--- config.mk ---
export PLATFORM = sky130hd
export DESIGN_NAME = fetch_ctrl
export DESIGN_NICKNAME = d
export VERILOG_FILES = /design/src/rtl/fetch_ctrl.sv
export SDC_FILE = /design/constraint.sdc
export NUM_CORES = 1
export LEC_CHECK = 0
export CORE_MARGIN = 4
export CORE_UTILIZATION = 44
export DETAILED_ROUTE_END_ITERATION = 16
export PLACE_DENSITY = 0.78
export SLEW_MARGIN = 20
export SYNTH_ARGS = -nofsm -noshare
export SYNTH_HDL_FRONTEND = slang
export SYNTH_SLANG_ARGS = --single-unit
export TNS_END_PERCENT = 50
--- constraint.sdc ---
create_clock -name clk -period 3 [get_ports clk]
set_input_delay 0.75 -clock clk [delete_from_list [all_inputs] [get_ports clk]]
set_output_delay 0.75 -clock clk [all_outputs]
set_load 0.1 [all_outputs]
--- src/rtl/fetch_ctrl.sv ---
// Instruction-fetch controller: owns the fetch request to instruction memory,
// presents fetched words to decode, and computes the next PC for the PC
// register (sequential +2, branch redirect, halt).
module fetch_ctrl #(
  parameter logic [15:0] RESET_PC = 16'h0000,
  parameter logic [3:0]  HALT_OP  = 4'hF
) (
  input  logic        clk,
  input  logic        rst,
  input  logic [15:0] PC_out,
  output logic [15:0] PC_in,
  output logic        PCWrite,
  output logic        imem_req,
  output logic [15:0] imem_addr,
  input  logic        imem_ready,
  input  logic [15:0] imem_data,
  output logic [15:0] instr,
  output logic [15:0] instr_pc_plus2,
  output logic        instr_valid,
  input  logic        stall,
  input  logic        redirect,
  input  logic [15:0] redirect_target
);

  typedef enum logic [1:0] {REQ, FULL, FLUSH, HALT} state_t;

  state_t      state;
  logic [15:0] fetch_addr;
  logic        req_q;
  logic        valid_q;

  // req_q is low only in the first REQ cycle after reset, so the first
  // request appears the cycle after rst is first sampled high.
  assign imem_req    = rst & req_q;
  assign instr_valid = rst & valid_q;
  assign imem_addr   = fetch_addr;

  // Next-PC selection for the external PC register (Mealy).
  always_comb begin
    PC_in   = PC_out;
    PCWrite = 1'b0;
    if (!rst) begin
      PC_in   = RESET_PC;
      PCWrite = 1'b1;
    end else if (redirect) begin
      PC_in   = redirect_target;
      PCWrite = 1'b1;
    end else if (state == REQ && req_q && imem_ready) begin
      PC_in   = PC_out + 16'd2;
      PCWrite = 1'b1;
    end
  end

  // Fetch state machine with registered request/valid flags and the
  // instruction holding register.
  always_ff @(posedge clk) begin
    if (!rst) begin
      state          <= REQ;
      fetch_addr     <= RESET_PC;
      instr          <= '0;
      instr_pc_plus2 <= '0;
      req_q          <= 1'b0;
      valid_q        <= 1'b0;
    end else begin
      case (state)
        REQ: begin
          if (redirect) begin
            req_q <= 1'b1;
            // No request was issued yet in the first post-reset cycle, so
            // there is no response to wait out.
            if (imem_ready || !req_q) begin
              fetch_addr <= redirect_target;
            end else begin
              state <= FLUSH;
            end
          end else if (imem_ready && req_q) begin
            instr          <= imem_data;
            instr_pc_plus2 <= fetch_addr + 16'd2;
            state          <= FULL;
            req_q          <= 1'b0;
            valid_q        <= 1'b1;
          end else begin
            req_q <= 1'b1;
          end
        end
        FULL: begin
          if (redirect) begin
            fetch_addr <= redirect_target;
            state      <= REQ;
            req_q      <= 1'b1;
            valid_q    <= 1'b0;
          end else if (!stall) begin
            valid_q <= 1'b0;
            if (instr[15:12] == HALT_OP) begin
              state <= HALT;
            end else begin
              fetch_addr <= PC_out;
              state      <= REQ;
              req_q      <= 1'b1;
            end
          end
        end
        FLUSH: begin
          // A redirect coinciding with the abandoned response still retires
          // that response; fetch resumes directly at the new target.
          if (redirect) begin
            if (imem_ready) begin
              fetch_addr <= redirect_target;
              state      <= REQ;
            end
          end else if (imem_ready) begin
            fetch_addr <= PC_out;
            state      <= REQ;
          end
        end
        HALT: begin
          if (redirect) begin
            fetch_addr <= redirect_target;
            state      <= REQ;
            req_q      <= 1'b1;
          end
        end
        default: state <= REQ;
      endcase
    end
  end

endmodule
## After elaboration in Yosys (flattened, before gate mapping)

Cells that the tools add are included.

- Output and inout bits: 67
- Register bits after elaboration: 52
- Logic and storage cells: 75
- Input port bits: 53

- Eq/ne operators: 14
- Bitwise operators: 3
- Reductions and logical operators: 13
- Muxes and demuxes: 37
- Add/subtract/negate cells: 2

Operator list:

| operator | number |
|---|---|
| two-way mux 16 bit | 12 |
| one-hot mux 16 bit (4 select lines) | 1 |
| adder 16 x 2 -> 16 bit (second input constant) | 2 |
| two-way mux 2 bit | 8 |
| two-way mux 1 bit | 13 |
| inequality test 3 bit (second input constant) | 3 |
| inequality test 2 bit (second input constant) | 4 |
| one-hot mux 2 bit (4 select lines) | 1 |
| AND reduction 4 bit | 2 |
| AND reduction 6 bit | 1 |
| AND reduction 5 bit | 1 |
| == test 2 bit (second input constant) | 2 |
| == test 4 bit (second input constant) | 1 |
| inequality test 2 x 1 -> 1 bit (second input constant) | 2 |
| logical AND 1 bit | 3 |
| inequality test 3 x 2 -> 1 bit (second input constant) | 1 |
| one-hot mux 1 bit (3 select lines) | 1 |
| AND reduction 3 bit | 1 |
| nonzero test 3 bit | 1 |
| AND 1 bit | 2 |
| == test 2 x 1 -> 1 bit (second input constant) | 1 |
| logical NOT 2 bit | 1 |
| one-hot mux 1 bit (2 select lines) | 1 |
| nonzero test 2 bit | 1 |
| other kinds (3) | 3 |

## Longest topological paths before layout

- Depth after elaboration: 6
- Depth in mapped cells: 8
- Gate-level depth less buffers: 6

## Worst setup path before layout

Ideal clock, no wire load.

- Path kind: input to output
- From: input port imem_ready
- To: output port PC_in[14]
- Arrival: 4031 ps
- Path buffers: 1
- Stages on the path: 5
- Path slack: -1781 ps
- Data required time: 2250 ps
- Path through: buf_2 -> nand3_2 -> nor4_2 -> a41oi_1 -> a311oi_1

- Cells in the longest elaborated chain, start to end: 4

RTL lines:

| item | RTL line | source |
|---|---|---|
| start, declared | 15 | `input logic imem_ready,` |
| logical AND 1 bit | 48 | `end else if (state == REQ && req_q && imem_ready) begin` |
| two-way mux 16 bit | 48 |  |
| two-way mux 16 bit | 45 | `end else if (redirect) begin` |
| two-way mux 16 bit | 42 | `if (!rst) begin` |
| end, declared | 11 | `output logic [15:0] PC_in,` |

No other way between the ends.

## Worst setup path after layout

- From: input port redirect
- To: output port PC_in[13]

- Cells in the longest elaborated chain, start to end: 2

RTL lines:

| item | RTL line | source |
|---|---|---|
| start, declared | 21 | `input logic redirect,` |
| two-way mux 16 bit | 45 |  |
| two-way mux 16 bit | 42 |  |

No other way between the ends.

==> key figures <==
Outcome
  • Outcome: completed

Critical path
  • Critical Path Sink Type: output port
  • WS Path Type: input pin to output port
  • Worst R2R Setup Slack: 1130 ps
  • Startpoint Class: input pin
  • R2R Path Start: state[0]
  • Reg-to-reg critical path endpoint: valid_q
  • Crit Path Max Fanout: 8
  • Critical Path RT: 2250 ps
  • FF-to-FF path depth: 8
  • Critical Path AT: 2210 ps

Logic synthesis
  • Synth Net Count: 440
  • Synthesized area per cell: 7.95 µm²
  • Register area share after synthesis: 34.4%
  • Cells after Synth: 381
  • Ys Warns: 0
  • Yosys cell types: 43
  • Number of enable flip-flop cells after synthesis: 0
  • Ys flop type: dfxtp_1
  • Register bit total from synthesis: 52
  • Asr flop ratio synth: 0%
  • Post-Synthesis Cell Area: 3030 µm²

Layout
  • Nets@finish: 585
  • Fillers: 497
  • Layout cells sized above 1: 34.7%
  • Antenna cells: 0
  • Cell area after layout: 4980 µm²
  • Most frequent cells in the layout: 88 x buf_4, 73 x nand2_1, 50 x dfxtp_1, 36 x clkdlybuf4s50_1, 30 x a21oi_1
  • Commonest non-fill, non-tap cell in the layout: buf_4
  • Fin util: 76.3%
  • Layout area overhead: 64.5%

Route
  • DRC viols: 0
  • Routed wire length: 9.81 mm
  • Routed wire per std cell: 16.2 µm
  • Vias post-DR: 3305
  • Vias/cell: 5.47
  • ANT nets after route: 0
  • DR iter-0 viols: 238
  • Router iterations before antenna repair: 6

Worst hold path
  • Hold Path End: instr[3]
  • Hold crit path type: flop to flop
  • Worst hold path depth: 2
  • HP Start: instr[3]

Placed design
  • Hpwl dp: 7.43 mm
  • IO Port Bufs: 119
  • Dpl ws: -413 ps
  • DP Area: 4810 µm²
  • Final GP Congestion: 0.880

Timing
  • Slew margin rel.: 73.5%
  • Final min period: 2960 ps
  • Crit share post-route: 98.5%
  • Unrepaired setup endpoints after global routing: false
  • Fin Setup TNS: 0 ps
  • Pins over their slew limit: 0
  • Setup slack after layout: 44.7 ps
  • Clock skew: 2.73 ps
  • Achievable Freq: 338 MHz
  • Final Hold Viols: 0
  • Least-Margin Pin Slew: 394 ps
  • Setup violations, final: 0

Pwr
  • LEAKAGE: 2.05 nW
  • Power Density: 771 nW/µm²
  • Max VDD drop: 469 µV

Floorplanning
  • Core ar.: 6530 µm²
  • I/O pin count: 120
  • Die Y-Extent: 91.0 µm
  • Num rows: 29
  • Die X: 91.0 µm
  • Die area: 8270 µm²
  • Starting Density: 46.4%

Global routing
  • Pin count of the biggest net entering global routing: 53
  • GR Util All Layers: 23.1%
  • First-pass GRT wire length: 15.8 mm
  • Initial antenna violation count: 0
  • Vias in the first global route: 3152
  • Grt ovf: 0

Clock network
  • CTS hold repair buffers: 0
  • H-tree levels: 2
  • Clock Pin Slew Worst Setup and Hold Paths: 80 ps
  • Clk root buf: clkbuf_8
  • CTS buffer count: 5
  • CTS Buffer Depth: 2
  • CTS tree: yes
  • Total clock sinks: 52
  • Worst-Skew Late Latency: 290 ps

Run
  • Max cap viols: 0
[cell usage after synthesis, types with 2 or more instances]
cell type / n / area (µm²)
a211oi_1: 10 / 75.1
a21oi_1: 36 / 180
a311oi_1: 3 / 26.3
a31oi_1: 3 / 18.8
and2_1: 2 / 12.5
and3_1: 5 / 31.3
and4_1: 4 / 35.0
buf_1: 2 / 7.51
buf_2: 5 / 25.0
clkbuf_1: 18 / 67.6
dfxtp_1: 52 / 1040
ha_1: 6 / 75.1
inv_1: 11 / 41.3
mux2_2: 19 / 214
mux2i_1: 20 / 200
nand2_1: 74 / 278
nand2b_1: 3 / 18.8
nand3_1: 10 / 50.1
nand4_1: 3 / 18.8
nor2_1: 15 / 56.3
nor2b_1: 4 / 25.0
nor3_1: 10 / 50.1
nor4_1: 4 / 25.0
nor4_2: 2 / 25.0
o21ai_0: 23 / 115
or3_1: 2 / 12.5
or4_1: 2 / 15.0
xnor2_1: 16 / 140
xor2_1: 3 / 26.3
[area by class of cell]
class	instances	area (µm²)	share of cell area, %
clock buffer	6	72.6	1.46
timing repair buffer	164	1610	32.4
inverter	12	50.0	1.00
tap	77	96.3	1.93
clock inverter	2	35.0	0.703
sequential	52	1040	20.9
multi-input combinational	291	2070	41.5
[routing by layer]
metal  GRT usage (%)  part of all wire (%)  vias to the layer above
met3            5.79                   6.4                        9
met2            39.5                    49                      125
met1            29.5                    43                     1544
met4            4.77                   1.1                        0
met5               0                     0                        -
li1                -                     -                     1627
[per-stage QoR]
stage / total power [mW] / instances / hold WS [ps]
global placement: 3.35 / 593 / 442
CTS: 3.85 / 604 / 463
detailed placement: 3.38 / 593 / 451
floorplan: 2.74 / 381 / 575
global route: 4.01 / 604 / 482
finish: 3.84 / 604 / 459
[report_power, final]
group          switching, mW  total (mW)  internal [mW]
combinational           1.63        2.38          0.750
sequential             0.173        1.01          0.835
clock                  0.209       0.456          0.247
[worst max path at each step]
stage / startpoint / endpoint / cells after the start
finish: redirect / PC_in[13] / 7
global route: PC_out[5] / PC_in[14] / 7
CTS: PC_out[11] / PC_in[12] / 6
detailed placement: PC_out[6] / PC_in[12] / 6
global placement: PC_out[6] / PC_in[12] / 6
floorplan: imem_ready / PC_in[14] / 5
[timing repair]
item                                   in CTS  in global routing
pin swaps                                  11                  7
gates resized for setup                    63                  6
endpoints found under the hold margin       0                  0
setup buffers                               3                  0
setup endpoints to repair                  15                  5
[registers in the layout, summed over array words and instances (netlist names)]
| register | count |
|---|---|
| valid_q | 1 |
| instr | 16 |
| instr_pc_plus2 | 16 |
| state | 2 |
| req_q | 1 |
| imem_addr | 16 |
[worst max-delay path, stage by stage]
cell	delay (ps)
dlygate4sd2_1	240
buf_6	140
nor4_4	280
buf_4	180
a221oi_2	70
a311oi_4	320
buf_12	220
[logic make-up (layout without fill, tap and decap cells)]
family                   count (synthesis)  in the layout  synth area share [%]
AND/OR/NAND/NOR                        143            143                  22.6
AO/OA/AOI/OAI                           84             84                  16.3
flip-flops                              52             52                  34.4
multiplexers                            39             39                  13.7
buffers and inverters                   38            184                  5.04
XOR/XNOR                                19             19                  5.50
adder cells (fa/ha/maj)                  6              6                  2.48
No activity file was read; power rests on OpenSTA's default activity.
